==> config.mk <==
export PLATFORM = sky130hd
export DESIGN_NAME = pc_stack_ctrl
export DESIGN_NICKNAME = d
export VERILOG_FILES = /design/src/rtl/pc_stack_ctrl.sv
export SDC_FILE = /design/constraint.sdc
export NUM_CORES = 1
export LEC_CHECK = 0
export CELL_PAD_IN_SITES_DETAIL_PLACEMENT = 1
export CELL_PAD_IN_SITES_GLOBAL_PLACEMENT = 1
export CORE_ASPECT_RATIO = 1.75
export CORE_UTILIZATION = 49
export CTS_BUF_LIST = sky130_fd_sc_hd__clkbuf_2
export CTS_CLUSTER_DIAMETER = 120
export CTS_CLUSTER_SIZE = 16
export DETAILED_ROUTE_END_ITERATION = 7
export PLACE_DENSITY = 0.88
export SLEW_MARGIN = 20
export SYNTH_ARGS = -nofsm -noshare
export SYNTH_HDL_FRONTEND = slang
export SYNTH_SLANG_ARGS = --single-unit
==> constraint.sdc <==
create_clock -name clk -period 5.2 [get_ports clk]
set_input_delay 0.52 -clock clk [delete_from_list [all_inputs] [get_ports clk]]
set_output_delay 0.52 -clock clk [all_outputs]
set_load 0.01 [all_outputs]
==> src/rtl/pc_stack_ctrl.sv <==
// Program-counter unit: increment, jump, relative branch and call/return via an internal LIFO.
// Optional macro PC_TRAP_EN redirects stack faults to TRAP_VEC and pulses trap.
module pc_stack_ctrl #(
  parameter int              AW       = 10,
  parameter int              OFS_W    = 8,
  parameter int              DEPTH    = 4,
  parameter logic [AW-1:0]   RST_VEC  = '0,
  parameter logic [AW-1:0]   TRAP_VEC = '1
) (
  input  logic                       clk,
  input  logic                       rst,
  input  logic                       pc_hold,
  input  logic [2:0]                 op,
  input  logic [AW-1:0]              target,
  input  logic [OFS_W-1:0]           offset,
  output logic [AW-1:0]              addr_ins,
  output logic [$clog2(DEPTH+1)-1:0] stack_level,
  output logic                       stack_full,
  output logic                       stack_empty,
  output logic                       stack_err,
  output logic                       trap
);

  localparam int LW = $clog2(DEPTH+1);
  localparam int IW = (DEPTH > 1) ? $clog2(DEPTH) : 1;

  localparam logic [2:0] OP_JMP  = 3'b001;
  localparam logic [2:0] OP_BR   = 3'b010;
  localparam logic [2:0] OP_CALL = 3'b011;
  localparam logic [2:0] OP_RET  = 3'b100;

  logic [AW-1:0] addr_q, addr_d;
  logic [LW-1:0] level_q, level_d;
  logic          err_q, err_d;
  logic          fault;
  logic          push_en;
  logic [AW-1:0] stack_q [DEPTH];

  logic [AW-1:0] pc_inc;
  logic [AW-1:0] br_ofs;
  logic [IW-1:0] wr_idx;
  logic [IW-1:0] rd_idx;
  logic          full;
  logic          empty;

  assign pc_inc = addr_q + AW'(1);
  assign br_ofs = AW'($signed(offset));
  assign wr_idx = IW'(level_q);
  assign rd_idx = IW'(level_q - LW'(1));
  assign full   = (level_q == LW'(DEPTH));
  assign empty  = (level_q == '0);

  always_comb begin
    addr_d  = addr_q;
    level_d = level_q;
    err_d   = err_q;
    fault   = 1'b0;
    push_en = 1'b0;
    if (!pc_hold) begin
      case (op)
        OP_JMP: addr_d = target;
        OP_BR:  addr_d = addr_q + br_ofs;
        OP_CALL: begin
          if (full) begin
            fault = 1'b1;
          end else begin
            push_en = 1'b1;
            addr_d  = target;
            level_d = level_q + LW'(1);
          end
        end
        OP_RET: begin
          if (empty) begin
            fault = 1'b1;
          end else begin
            addr_d  = stack_q[rd_idx];
            level_d = level_q - LW'(1);
          end
        end
        default: addr_d = pc_inc;
      endcase
      // A faulting CALL/RET leaves the stack untouched and only redirects the PC.
      if (fault) begin
        err_d = 1'b1;
`ifdef PC_TRAP_EN
        addr_d = TRAP_VEC;
`else
        addr_d = pc_inc;
`endif
      end
    end
  end

  always_ff @(negedge clk or posedge rst) begin
    if (rst) begin
      addr_q  <= RST_VEC;
      level_q <= '0;
      err_q   <= 1'b0;
    end else begin
      addr_q  <= addr_d;
      level_q <= level_d;
      err_q   <= err_d;
    end
  end

  // Stack storage carries no reset; entries above stack_level are never read.
  always_ff @(negedge clk) begin
    if (!rst && push_en) begin
      stack_q[wr_idx] <= pc_inc;
    end
  end

`ifdef PC_TRAP_EN
  logic trap_q;

  always_ff @(negedge clk or posedge rst) begin
    if (rst) begin
      trap_q <= 1'b0;
    end else begin
      trap_q <= fault;
    end
  end

  assign trap = trap_q;
`else
  logic unused_trap_vec;

  assign unused_trap_vec = ^TRAP_VEC;
  assign trap            = 1'b0;
`endif

  assign addr_ins    = addr_q;
  assign stack_level = level_q;
  assign stack_full  = full;
  assign stack_empty = empty;
  assign stack_err   = err_q;

endmodule
==> results.py <==
metrics = {
    "synthesis": {
        "synthCells": 269,
        "async_flop_share_pct": 25.9,
        "synth_xor_area_share_pct": 3.34,
        "synth_area_leaders": "edfxtp_1, dfrtn_1, mux4_2",
        "synth-seq-area-share_pct": 49.3,
        "synth.avg_cell_area_sq_um": 11.7,
        "synth_compound_area_share_pct": 15.4,
        "synth_fp_nets": 309,
        "muxShareOfSynthArea_pct": 8.78,
        "synth_seq_cells": 54,
        "synthFlopType": "edfxtp_1",
        "synth_top_family_by_area": "compound AO/OA/AOI/OAI gates",
        "post-synth-top-area-fraction_pct": 38.2,
        "synth_edf_count": 40,
        "synth_warnings": 0,
        "synth_top_area_cell": "edfxtp_1",
        "netlist_area_sq_mm": 0.00315,
        "synthSimpleGateAreaFrac_pct": 13.2,
        "synthAdderAreaFrac_pct": 6.60,
        "synth.distinct_cells": 51,
    },
    "routing": {
        "drt_iter0_drc": 118,
        "final_antenna_net_count": 0,
        "first_pass_iters": 4,
        "via_count": 2697,
        "routed_wl_um": 9220,
        "drc": 0,
        "wl_per_cell_um": 20.3,
        "vias_per_cell": 5.94,
    },
    "power": {
        "p_sw_share_pct": 42.8,
        "pwr-share-seq_pct": 34.0,
        "peakVddDrop_v": 0.000403,
        "p_int_uw": 1110,
        "clkPwrFrac_pct": 18.2,
        "p_leak_uw": 0.00168,
        "power_switching_uw": 831,
        "comb_power_share_pct": 47.7,
        "p_per_area_mw_per_mm2": 477,
    },
    "clocking": {
        "root_buffer": "clkbuf_2",
        "insertion_delay_ps": 610,
        "holdBufCountCts": 0,
        "cts_tree": "built",
        "h-tree-depth": 2,
        "cts_made_buffers": 5,
        "cts.sinks": 54,
        "cts.reportedPaths.clkPinSlew_ps": 240,
        "cts_buffer_depth": 2,
    },
    "critical_path": {
        "startpoint": "stack_level[1]",
        "rr_worst_depth": 8,
        "timing.rr.start": "addr_ins[0]",
        "worstPathMaxFanout": 5,
        "r2r_end": "addr_ins[8]",
        "worstSetupPathType": "register to output pin",
        "r2r_setup_slack_ps": 2910,
        "cp_data_required_time_ps": 4680,
        "crit_end": "stack_full",
        "endpoint_kind": "output pin",
        "worstPathArrival_ps": 4550,
        "worstSetupStartpointType": "register",
    },
    "floorplan": {
        "rows": 38,
        "dieHeight_um": 108,
        "die-area_sq_mm": 0.00676,
        "core_area_sq_mm": 0.00618,
        "chipWidth_um": 62.6,
        "ios": 41,
        "start_util_pct": 50.9,
    },
    "final_layout": {
        "multi_input_area_sq_mm": 0.00150,
        "ff_latch_area_sq_mm": 0.00155,
        "final_nets": 413,
        "fin_util_pct": 65.9,
        "num_antenna_cells": 0,
        "drive_gt1_share_pct": 13.9,
        "final_area_sq_mm": 0.00407,
        "fillers": 687,
        "syn_to_final_growth_pct": 29.3,
    },
    "worst_hold_path": {
        "hp-class": "register to register",
    },
    "global_routing": {
        "overflow": 0,
        "grt_pass1_wl_um": 14600,
        "antenna_found_initial": 0,
        "grt_pass1_vias": 2992,
        "grtUsageTotal_pct": 29.4,
        "grt_max_degree": 20,
    },
    "status": {
        "outcome": "finished clean",
    },
    "place": {
        "place_area_sq_mm": 0.00385,
        "dp_hpwl_um": 6900,
        "gp_congestion": 0.820,
        "portBuffers": 39,
    },
    "timing": {
        "hold_violations": 0,
        "worstMarginPinSlew_ps": 599,
        "setup_viol": 0,
        "rsz0062_at_grt": "false",
        "skew_ps": 158,
        "slew_violations": 0,
        "slew-limit-headroom_pct": 60.0,
    },
    "job": {
        "drv_cap": 0,
    },
}
layer usage:
metal	vias up	wire length, um	GRT usage [%]
met5	-	0	0
met3	27	250	4.96
met4	0	385	18.9
met2	74	5030	52.9
li1	1240	-	-
met1	1356	3560	31.4
stage by stage:
stage,hold slack (ps),instances,power [uW],setup slack (ps),TNS [ps]
2_1_floorplan,474,269,1240,486,0
3_3_place_gp,456,406,1570,-124,-129
3_5_place_dp,502,406,1620,-155,-4940
4_1_cts,515,454,1950,24.7,0
5_1_grt,512,454,2070,32.4,0
6_report,510,454,1940,131,0
critical path: stages (launching register included):
cell             delay (ps)
dfrtn_1                 450
inv_1                   100
ha_2                    230
and2_1                  160
clkdlybuf4s50_1         540
placed cells by master, fill, tap and decap left out, drive strengths merged, types with 4 or more instances in the layout:
cell and n:
a211oi 8, a22o 4, xor2 5, ha 15
a31oi 6, dfrtn 14, a21oi 5, buf 30
mux2i 4, mux4 10, and2 8, nand2b 4
nor2b 7, nor3b 4, nor2 21, clkbuf 5
edfxtp 40, clkdlybuf4s50 38, o21ai 20, nand2 9
nand3 4, nor3 6, nor4b 4, o22ai 4
xnor2 7, inv 54
synthesized netlist by cell type, types with 2 or more instances:
library cell,n
a2111oi_0,2
xnor2_1,7
edfxtp_1,40
mux2i_1,4
o21a_1,2
xor2_1,5
or3_1,2
nor3b_1,4
nand3_1,4
nand2b_1,4
nor4_1,2
nor2_1,21
nand2_1,9
clkbuf_1,6
nor3_1,6
buf_4,2
a31oi_1,6
a211oi_1,8
a22oi_1,3
and2_1,8
o21ai_0,20
a21oi_1,5
o21bai_1,2
o22ai_1,4
and3_1,2
ha_1,15
nor2b_1,7
o2111ai_1,2
a211o_1,3
buf_2,2
mux4_2,10
dfrtn_1,14
inv_1,12
nor4b_1,4
a22o_1,4
a221o_1,2
a32oi_1,2
logic make-up (layout without fill, tap and decap cells):
family	after synthesis	after routing
AOI/OAI and AO/OA	71	71
buffers and inverters	23	128
DFF	54	54
adders and majority gates	16	16
other	1	1
and+or+nand+nor	77	77
muxes	15	15
xor gates and xnor gates	12	12
state kept, by name, indices dropped and copies added (netlist names):
name / cells
stack_level: 3
stack_q: 40
addr_ins: 10
stack_err: 1
final cells by class:
| cell class | count | share of cell area (%) |
|---|---|---|
| clock inverter | 43 | 4.58 |
| inverter | 11 | 1.01 |
| multi-input combinational | 192 | 36.8 |
| tap | 80 | 2.46 |
| clock buffer | 5 | 0.615 |
| sequential | 54 | 38.1 |
| timing repair buffer | 69 | 16.4 |
worst min-delay path by stage:
| stage | depth (start not counted) | from | endpoint | slack [ps] |
|---|---|---|---|---|
| 2_1_floorplan | 1 | stack_err | stack_err | 470 |
| 3_3_place_gp | 1 | stack_err | stack_err | 460 |
| 3_5_place_dp | 1 | stack_err | stack_err | 500 |
| 4_1_cts | 1 | stack_err | stack_err | 510 |
| 5_1_grt | 1 | stack_err | stack_err | 510 |
| 6_report | 1 | stack_err | stack_err | 510 |
power groups by stage:
stage               Combinational, uW  Sequential, uW  Clock, uW
floorplan                         523             668       47.2
global placement                  862             662       47.2
detailed placement                904             669       47.2
CTS                               926             659        365
global route                     1010             669        394
finish                            927             660        354
repair_timing:
| action | 4_1_cts | 5_1_grt |
|---|---|---|
| resized for setup | 1 | 2 |
| buffers inserted | 1 | 0 |
| setup endpoints to repair | 2 | 2 |
Power figures use the tool's default switching activity.
